==> src/rtl/dm_pkg.sv <==
// Shared definitions for the debug-module abstract command controller:
// DMI register map, cmderr codes, FSM states and command field positions.
package dm_pkg;

    localparam logic [6:0] DM_DATA0      = 7'h04;
    localparam logic [6:0] DM_DMCONTROL  = 7'h10;
    localparam logic [6:0] DM_DMSTATUS   = 7'h11;
    localparam logic [6:0] DM_ABSTRACTCS = 7'h16;
    localparam logic [6:0] DM_COMMAND    = 7'h17;

    localparam logic [1:0] DMI_OP_READ  = 2'd1;
    localparam logic [1:0] DMI_OP_WRITE = 2'd2;

    typedef enum logic [2:0] {
        CMDERR_NONE       = 3'd0,
        CMDERR_BUSY       = 3'd1,
        CMDERR_NOTSUP     = 3'd2,
        CMDERR_EXCEPT     = 3'd3,
        CMDERR_HALTRESUME = 3'd4
    } cmderr_e;

    typedef enum logic {
        ST_IDLE = 1'b0,
        ST_EXEC = 1'b1
    } state_e;

    // command register fields
    localparam int CMD_TYPE_MSB  = 31;
    localparam int CMD_TYPE_LSB  = 24;
    localparam int CMD_SIZE_MSB  = 22;
    localparam int CMD_SIZE_LSB  = 20;
    localparam int CMD_POSTEXEC  = 18;
    localparam int CMD_TRANSFER  = 17;
    localparam int CMD_WRITE     = 16;
    localparam int CMD_REGNO_MSB = 15;

    localparam logic [2:0] AARSIZE_32 = 3'd2;

    // dmcontrol / abstractcs fields
    localparam int DMC_HALTREQ   = 31;
    localparam int DMC_RESUMEREQ = 30;
    localparam int DMC_DMACTIVE  = 0;
    localparam int ACS_ERR_MSB   = 10;
    localparam int ACS_ERR_LSB   = 8;

endpackage

==> src/rtl/dm_abstract_ctrl.sv <==
// Debug module: DMI register decode, halt/resume requests and Access
// Register command sequencing towards the core's abstract register bus.
// Ports:
//   clk_i, reset_i                 clock, async active-high reset
//   dmi_req_* / dmi_op_i / addr/data  DMI request (one outstanding)
//   dmi_resp_*                     DMI response, held until accepted
//   dbg_haltreq_o, dbg_resumereq_o halt level / resume held until ack
//   core_halted_i, core_running_i, core_resumeack_i  core status
//   dbg_ar_*                       abstract register access bus
module dm_abstract_ctrl
    import dm_pkg::*;
#(
    parameter int AR_TIMEOUT = 16,
    parameter int DM_VERSION = 2
) (
    input  logic        clk_i,
    input  logic        reset_i,
    input  logic        dmi_req_valid_i,
    output logic        dmi_req_ready_o,
    input  logic [1:0]  dmi_op_i,
    input  logic [6:0]  dmi_addr_i,
    input  logic [31:0] dmi_data_i,
    output logic        dmi_resp_valid_o,
    input  logic        dmi_resp_ready_i,
    output logic [31:0] dmi_resp_data_o,
    output logic        dbg_haltreq_o,
    output logic        dbg_resumereq_o,
    input  logic        core_halted_i,
    input  logic        core_running_i,
    input  logic        core_resumeack_i,
    output logic        dbg_ar_en_o,
    output logic        dbg_ar_wr_o,
    output logic [15:0] dbg_ar_ad_o,
    output logic [31:0] dbg_ar_do_o,
    input  logic [31:0] dbg_ar_di_i,
    input  logic        dbg_ar_done_i
);

    localparam int CW = $clog2(AR_TIMEOUT + 1);
    localparam logic [CW-1:0] TMO_LAST = CW'(AR_TIMEOUT - 1);

    state_e        state;
    cmderr_e       cmderr;
    logic          dmactive;
    logic          haltreq;
    logic          ack_sticky;
    logic [31:0]   data0;
    logic [CW-1:0] tcnt;
    logic          busy;

    logic          req_fire;
    logic          rd_req;
    logic          wr_req;
    logic          acc_data0;
    logic          wr_dmctl;
    logic          wr_acs;
    logic          wr_cmd;
    logic          cmd_notsup;
    logic [31:0]   rd_data;
    logic [31:0]   dmstatus;
    logic [31:0]   abstractcs;
    logic [31:0]   dmcontrol;

    assign busy = (state == ST_EXEC);

    // reset also blocks acceptance so every output reads 0 in reset
    assign dmi_req_ready_o = !dmi_resp_valid_o && !reset_i;
    assign req_fire = dmi_req_valid_i && dmi_req_ready_o;
    assign rd_req   = req_fire && (dmi_op_i == DMI_OP_READ);
    assign wr_req   = req_fire && (dmi_op_i == DMI_OP_WRITE);

    assign acc_data0 = dmactive && (rd_req || wr_req)
                    && (dmi_addr_i == DM_DATA0);
    assign wr_dmctl  = wr_req && (dmi_addr_i == DM_DMCONTROL);
    assign wr_acs    = dmactive && wr_req
                    && (dmi_addr_i == DM_ABSTRACTCS);
    assign wr_cmd    = dmactive && wr_req
                    && (dmi_addr_i == DM_COMMAND);

    assign cmd_notsup =
        (dmi_data_i[CMD_TYPE_MSB:CMD_TYPE_LSB] != 8'h00)
        || (dmi_data_i[CMD_SIZE_MSB:CMD_SIZE_LSB] != AARSIZE_32)
        || dmi_data_i[CMD_POSTEXEC];

    assign dbg_haltreq_o = dmactive && haltreq;
    assign dbg_ar_do_o   = dbg_ar_en_o ? data0 : '0;

    always_comb begin
        dmstatus        = '0;
        dmstatus[3:0]   = 4'(DM_VERSION);
        dmstatus[7]     = 1'b1;
        dmstatus[9:8]   = {2{core_halted_i}};
        dmstatus[11:10] = {2{core_running_i}};
        dmstatus[17:16] = {2{ack_sticky}};

        abstractcs        = '0;
        abstractcs[3:0]   = 4'd1;
        abstractcs[10:8]  = cmderr;
        abstractcs[12]    = busy;

        dmcontrol                = '0;
        dmcontrol[DMC_HALTREQ]   = haltreq;
        dmcontrol[DMC_DMACTIVE]  = dmactive;

        rd_data = '0;
        unique case (1'b1)
            dmi_addr_i == DM_DATA0:      rd_data = data0;
            dmi_addr_i == DM_DMCONTROL:  rd_data = dmcontrol;
            dmi_addr_i == DM_DMSTATUS:   rd_data = dmstatus;
            dmi_addr_i == DM_ABSTRACTCS: rd_data = abstractcs;
            default:                     rd_data = '0;
        endcase
    end

    always_ff @(posedge clk_i or posedge reset_i) begin
        if (reset_i) begin
            dmi_resp_valid_o <= 1'b0;
            dmi_resp_data_o  <= '0;
            dbg_resumereq_o  <= 1'b0;
            dbg_ar_en_o      <= 1'b0;
            dbg_ar_wr_o      <= 1'b0;
            dbg_ar_ad_o      <= '0;
            state            <= ST_IDLE;
            cmderr           <= CMDERR_NONE;
            dmactive         <= 1'b0;
            haltreq          <= 1'b0;
            ack_sticky       <= 1'b0;
            data0            <= '0;
            tcnt             <= '0;
        end else begin
            if (req_fire) begin
                dmi_resp_valid_o <= 1'b1;
                dmi_resp_data_o  <= rd_req ? rd_data : '0;
            end else if (dmi_resp_valid_o && dmi_resp_ready_i) begin
                dmi_resp_valid_o <= 1'b0;
                dmi_resp_data_o  <= '0;
            end

            if (dbg_resumereq_o && core_resumeack_i) begin
                dbg_resumereq_o <= 1'b0;
                ack_sticky      <= 1'b1;
            end

            if (wr_dmctl) begin
                dmactive <= dmi_data_i[DMC_DMACTIVE];
                if (dmactive) begin
                    haltreq <= dmi_data_i[DMC_HALTREQ];
                    // a write asking for halt suppresses resume
                    if (dmi_data_i[DMC_RESUMEREQ]
                        && !dmi_data_i[DMC_HALTREQ]) begin
                        dbg_resumereq_o <= 1'b1;
                        ack_sticky      <= 1'b0;
                    end
                end
            end

            if (wr_acs) begin
                cmderr <= cmderr_e'(cmderr
                    & ~dmi_data_i[ACS_ERR_MSB:ACS_ERR_LSB]);
            end

            if (acc_data0) begin
                if (busy) begin
                    cmderr <= CMDERR_BUSY;
                end else if (wr_req) begin
                    data0 <= dmi_data_i;
                end
            end

            if (wr_cmd) begin
                if (busy) begin
                    cmderr <= CMDERR_BUSY;
                end else if (cmderr == CMDERR_NONE) begin
                    if (cmd_notsup) begin
                        cmderr <= CMDERR_NOTSUP;
                    end else if (!core_halted_i) begin
                        cmderr <= CMDERR_HALTRESUME;
                    end else if (dmi_data_i[CMD_TRANSFER]) begin
                        state       <= ST_EXEC;
                        dbg_ar_en_o <= 1'b1;
                        dbg_ar_wr_o <= dmi_data_i[CMD_WRITE];
                        dbg_ar_ad_o <= dmi_data_i[CMD_REGNO_MSB:0];
                        tcnt        <= '0;
                    end
                end
            end

            // core completion / timeout override any DMI effect this cycle
            unique case (state)
                ST_EXEC: begin
                    if (dbg_ar_done_i) begin
                        if (!dbg_ar_wr_o) begin
                            data0 <= dbg_ar_di_i;
                        end
                        state       <= ST_IDLE;
                        dbg_ar_en_o <= 1'b0;
                        dbg_ar_wr_o <= 1'b0;
                        dbg_ar_ad_o <= '0;
                    end else if (tcnt == TMO_LAST) begin
                        cmderr      <= CMDERR_EXCEPT;
                        state       <= ST_IDLE;
                        dbg_ar_en_o <= 1'b0;
                        dbg_ar_wr_o <= 1'b0;
                        dbg_ar_ad_o <= '0;
                    end else begin
                        tcnt <= tcnt + 1'b1;
                    end
                end
                default: begin
                end
            endcase

            // inactive DM: everything but dmactive is held cleared
            if (!dmactive) begin
                data0           <= '0;
                cmderr          <= CMDERR_NONE;
                haltreq         <= 1'b0;
                dbg_resumereq_o <= 1'b0;
                ack_sticky      <= 1'b0;
                state           <= ST_IDLE;
                dbg_ar_en_o     <= 1'b0;
                dbg_ar_wr_o     <= 1'b0;
                dbg_ar_ad_o     <= '0;
                tcnt            <= '0;
            end
        end
    end

endmodule

==> config.mk <==
export PLATFORM = sky130hd
export DESIGN_NAME = dm_abstract_ctrl
export DESIGN_NICKNAME = d
export VERILOG_FILES = /design/src/rtl/dm_pkg.sv /design/src/rtl/dm_abstract_ctrl.sv
export SDC_FILE = /design/constraint.sdc
export NUM_CORES = 1
export LEC_CHECK = 0
export BUFFER_PORTS_ARGS = -buffer_cell sky130_fd_sc_hd__buf_4
export CAP_MARGIN = 0
export CORE_MARGIN = 5
export CORE_UTILIZATION = 43
export DETAILED_ROUTE_END_ITERATION = 6
export PLACE_DENSITY = 0.74
export SYNTH_ARGS = -nofsm -noshare
export SYNTH_HDL_FRONTEND = slang
export SYNTH_SLANG_ARGS = --single-unit
==> constraint.sdc <==
create_clock -name clk_i -period 4.3 [get_ports clk_i]
set_clock_uncertainty 0.1 [all_clocks]
set_input_delay 0.43 -clock clk_i [delete_from_list [all_inputs] [get_ports clk_i]]
set_output_delay 0.43 -clock clk_i [all_outputs]
set_load 0.05 [all_outputs]
# Yosys cells after proc, flatten, opt, wreduce, memory -nomap -nowiden
# Index checks and enable logic that the tools add are counted.
[totals]
regBits = 96
word_cells = 135
[classes]
add_sub_neg = 1
eq_ne = 10
n_mux = 86
n_bitwise = 2
n_reduce_logical = 23
[ops]
columns = ["op", "n"]
rows = [
  ["32-bit two-way mux", 11],
  ["16-bit two-way mux", 10],
  ["32-bit one-hot mux with 4 select lines", 1],
  ["5-bit two-way mux", 10],
  ["1-bit two-way mux", 42],
  ["3-bit two-way mux", 12],
  ["7-bit by 5-bit == test with 1-bit output, second input constant", 4],
  ["1-bit logical AND", 14],
  ["8-bit nonzero test", 1],
  ["7-bit by 3-bit == test with 1-bit output, second input constant", 1],
  ["5-bit by 1-bit adder with 5-bit output, second input constant", 1],
  ["5-bit by 4-bit == test with 1-bit output, second input constant", 1],
  ["3-bit AND", 1],
  ["1-bit zero test", 3],
  ["3-bit zero test", 1],
  ["1-bit logical OR", 3],
  ["3-bit by 2-bit != test with 1-bit output, second input constant", 1],
  ["3-bit inverter", 1],
  ["2-bit by 1-bit == test with 1-bit output, second input constant", 1],
  ["2-bit == test, second input constant", 1],
  ["2-bit by 1-bit != test with 1-bit output, second input constant", 1],
  ["2-bit nonzero test", 1],
]

# Longest topological paths before layout
[depth]
word_depth = 18
depth_mapped = 7
mapped_depth_nobuf = 6

# Worst setup path after synthesis
# Ideal clock, no wire load.
[synth_timing]
path_kind = "register to register"
start = "reg dmi_resp_valid_o"
end = "reg dbg_ar_ad_o[10]"
setup_ps = 78
arrival_ps = 2171
required_time_ps = 4122
path_slack_ps = 1951
path_stages_with_launch = 8
path_buffers = 2
period_less_slack_ps = 2349
path_cell_list = "dfrtp_1 > or3b_2 > nor4_2 > and4_1 > buf_4 > buf_4 > nand2_1 > a21oi_1"
[synth_via]
elab_chain_len = 11
[synth_rtl]
columns = ["element", "line_no", "text"]
rows = [
  ["start, declared", "dm_abstract_ctrl.sv:23", "output logic dmi_resp_valid_o,"],
  ["start signal, assigned", "dm_abstract_ctrl.sv:117", "dmi_resp_valid_o <= 1'b0;"],
  ["start signal, assigned", "dm_abstract_ctrl.sv:132", "dmi_resp_valid_o <= 1'b1;"],
  ["start signal, assigned", "dm_abstract_ctrl.sv:135", "dmi_resp_valid_o <= 1'b0;"],
  ["1-bit zero test (*)", "dm_abstract_ctrl.sv:67", "assign dmi_req_ready_o = !dmi_resp_valid_o && !reset_i;"],
  ["1-bit logical AND (*)", "dm_abstract_ctrl.sv:67", ""],
  ["1-bit logical AND (*)", "dm_abstract_ctrl.sv:68", "assign req_fire = dmi_req_valid_i && dmi_req_ready_o;"],
  ["1-bit logical AND (*)", "dm_abstract_ctrl.sv:70", "assign wr_req = req_fire && (dmi_op_i == DMI_OP_WRITE);"],
  ["1-bit logical AND (*)", "dm_abstract_ctrl.sv:77", "assign wr_cmd = dmactive && wr_req"],
  ["1-bit logical AND (*)", "dm_abstract_ctrl.sv:78", "&& (dmi_addr_i == DM_COMMAND);"],
  ["16-bit two-way mux (*)", "dm_abstract_ctrl.sv:170", "if (wr_cmd) begin"],
  ["16-bit two-way mux", "dm_abstract_ctrl.sv:199", "end else if (tcnt == TMO_LAST) begin"],
  ["16-bit two-way mux", "dm_abstract_ctrl.sv:191", "if (dbg_ar_done_i) begin"],
  ["16-bit two-way mux (*)", "dm_abstract_ctrl.sv:189", "unique case (state)"],
  ["16-bit two-way mux (*)", "dm_abstract_ctrl.sv:214", "if (!dmactive) begin"],
  ["end signal, assigned", "dm_abstract_ctrl.sv:182", "dbg_ar_ad_o <= dmi_data_i[CMD_REGNO_MSB:0];"],
  ["end, declared", "dm_abstract_ctrl.sv:33", "output logic [15:0] dbg_ar_ad_o,"],
]
# Mark *: on every way between the ends. The rest lies on a longest branch, timed or not.
# A chain may end at the register's enable or synchronous reset.

# Worst setup path after layout
[layout_timing]
start = "reg dmi_resp_valid_o"
end = "reg dbg_ar_ad_o[14]"
# Same word-level chain as after synthesis.

==> out/qor.csv <==
metric;value;unit
critical path class;flop to flop;
hold_buf cts;0;
HP Class;input pin to asynchronous set/reset pin;
Data required, critical path;4.46;ns
pwr dens;262;nW/um2
arrival time at the worst endpoint;2.87;ns
overall power;1.60;mW
crit path from;dmi_resp_valid_o$_DFFE_PP0P_;
Mean Syn Cell Area;9.89;um2
H-Tree Depth;3;
# resized after CTS;0;
Routed Antenna Nets;0;
die width;113;um
Final setup viols;0;
Max clock buf depth;2;
GRT Total Usage;21.8;%
Worst Tran Pin Value;1.09;ns
commonest non-fill, non-tap cells in the layout;buf_4 (171), dfrtp_1 (96), nand2_1 (90), and2_1 (37), mux2i_1 (33);
Via density;5.52;
CP delay by family, top;simple AND/OR/NAND/NOR gates;
CP max stage delay;0.78;ns
number of diodes;0;
synthesized cell area;4570;um2
layout cells sized above 1;32.1;%
first-pass iteration count of the detailed router;5;
vias in the first global route;4268;
clk sink count;96;
HPWL Detailed;10100;um
port bufs;166;
Placer Congestion;0.860;
Num CTS Buffers;9;
Layout area overhead;33.7;%
CTS tree;yes;
Hold Violations, Final;0;
Ports;167;
outcome;complete, no violations;
number of synthesized register bits;96;
Finished Layout Cells;760;
drt drc;0;
minimum clock period;2.71;ns
final WL;13900;um
DP Cell Count;744;
Lkg Pwr;2.77;nW
initial core utilization;44.2;%
Post-Syn Nets;544;
Max Cap Viol;0;
Root Buffer;clkbuf_8;
synth unique cells;46;
crit-path cells;or3b_2 > nor4_2 > and4_1 > nand2_1 > a21oi_1;
GRT overflow;0;
CP endpoint kind;flop;
sequential area share after synthesis;52.6;%
CP startpoint kind;flop;
synth warn;0;
Die Y;113;um
Clock Latency Late Sink;0.35;ns
worst r2r src;dmi_resp_valid_o$_DFFE_PP0P_;
maximum vdd drop;0.151;mV
wire per inst;18.3;um
RSZ-0062 raised after global routing;false;
nets;701;
max-slew violations;0;
DRC marker count from the first detailed-route iteration;175;
area of the die;12800;um2
Clk pin slew, worst setup/hold paths;0.10;ns
global-route wire length before repair;22200;um
final worst path period share;63.0;%
Post CTS Setup Buffer Count;0;
slew margin rel.;26.7;%
fmax;369;MHz
Rows;37;
Mapped Cells;462;
DR vias;4192;
critical path's slowest cell;and4_1;
buffers and inverters on the worst path;0;
commonest non-fill, non-tap cell in the layout;buf_4;
largest net degree at the start of global routing;68;
Fin Setup TNS;0;ns
Core Area;10300;um2
initial antenna violation count;0;
CP max FO;19;
worst reg2reg max path, cell delays in order, from the launching register on:
cell,delay [ns]
dfrtp_1,0.45
or3b_2,0.52
nor4_2,0.46
and4_1,0.78
nand2_1,0.13
a21oi_1,0.18
path summary, 6_finish.rpt:
| path | endpoint | slack [ns] | cells past startpoint |
|---|---|---|---|
| max in group asynchronous | tcnt[2]$_DFF_PP0_ | 3.03 | 3 |
| worst min-delay path | dmi_resp_valid_o$_DFFE_PP0P_ | 0.16 | 2 |
| worst max register to register | dbg_ar_ad_o[14]$_DFF_PP0_ | 1.59 | 5 |
| worst max-delay path | dbg_ar_ad_o[14]$_DFF_PP0_ | 1.59 | 5 |
| worst min register to register | dmi_resp_data_o[31]$_DFFE_PP0P_ | 0.39 | 2 |
| min in group clk_i | dmi_resp_valid_o$_DFFE_PP0P_ | 0.17 | 2 |
area by class of cell:
class | count | area [um2]
fill | 939 | 4220
sequential | 96 | 2400
multi-input combinational | 338 | 2030
timing repair buffer | 172 | 1300
tap | 136 | 170
clock buffer | 10 | 138
clock inverter | 6 | 50.0
inverter | 2 | 10.0
state kept, by name (all words and copies together), names as in the netlist:
signal,count
tcnt,5
ack_sticky,1
dbg_ar_en_o,1
data0,32
dbg_ar_ad_o,16
dbg_ar_wr_o,1
dbg_resumereq_o,1
dmi_resp_data_o,32
dmi_resp_valid_o,1
haltreq,1
cmderr,3
dmactive,1
busy,1
power by group:
group	internal (mW)	leakage, nW	total, mW	switching (mW)
registers	0.903	1.34	0.905	0.00231
logic	0.0583	1.33	0.127	0.0690
clock network	0.236	0.0956	0.566	0.330
per-stage QoR:
step	area, um2	worst slack, ns	hold WS [ns]	utilization [%]
global placement	5920	1.51	0.368	57.4
detailed placement	5920	1.42	0.372	57.4
floorplan	4570	1.26	0.366	-
CTS	6110	1.62	0.155	59.2
global route	6110	1.46	0.159	59.2
finish	6110	1.59	0.158	59.2
per-layer routing:
metal	up-vias	wire, um	track usage [%]
li1	1944	-	-
met1	2045	5850	29.4
met2	179	6730	35.3
met3	24	1020	4.49
met4	0	270	7.05
met5	-	0	0
Yosys cell counts (all sizes together):
cell	n	area share, %
a32oi	1	0.19
mux2i	33	7.2
a21oi	29	3.2
or3b	2	0.38
o21a	4	0.66
xor2	1	0.19
and4	1	0.19
clkbuf	21	1.7
and3	2	0.27
a22o	21	4.0
a21boi	2	0.33
nand2b	2	0.27
dfrtp	96	53
and4b	1	0.22
o2111a	1	0.25
nor4	3	0.55
buf	5	1.3
nand4b	1	0.19
nor3	4	0.68
nand4	3	0.41
o21ai	52	5.9
o211ai	2	0.33
a21o	1	0.16
ha	1	0.27
or3	2	0.38
a31oi	1	0.14
mux2	1	0.25
nor4b	2	0.38
a221oi	3	0.58
nor2b	5	0.68
nand3b	2	0.33
or4b	1	0.22
inv	2	0.16
a22oi	2	0.33
nand3	5	0.55
nor2	15	1.2
and2	37	5.1
nor3b	5	0.82
nand2	90	7.4
cells by family after synthesis:
group	Yosys count	share of synthesized area (%)
compound gates	119	16.0
xor+xnor	1	0.192
fa+ha+maj	1	0.274
buf+inv	28	3.20
flops	96	52.6
mux	34	7.48
simple gates	183	20.2
No activity file was read; power rests on OpenSTA's default activity.
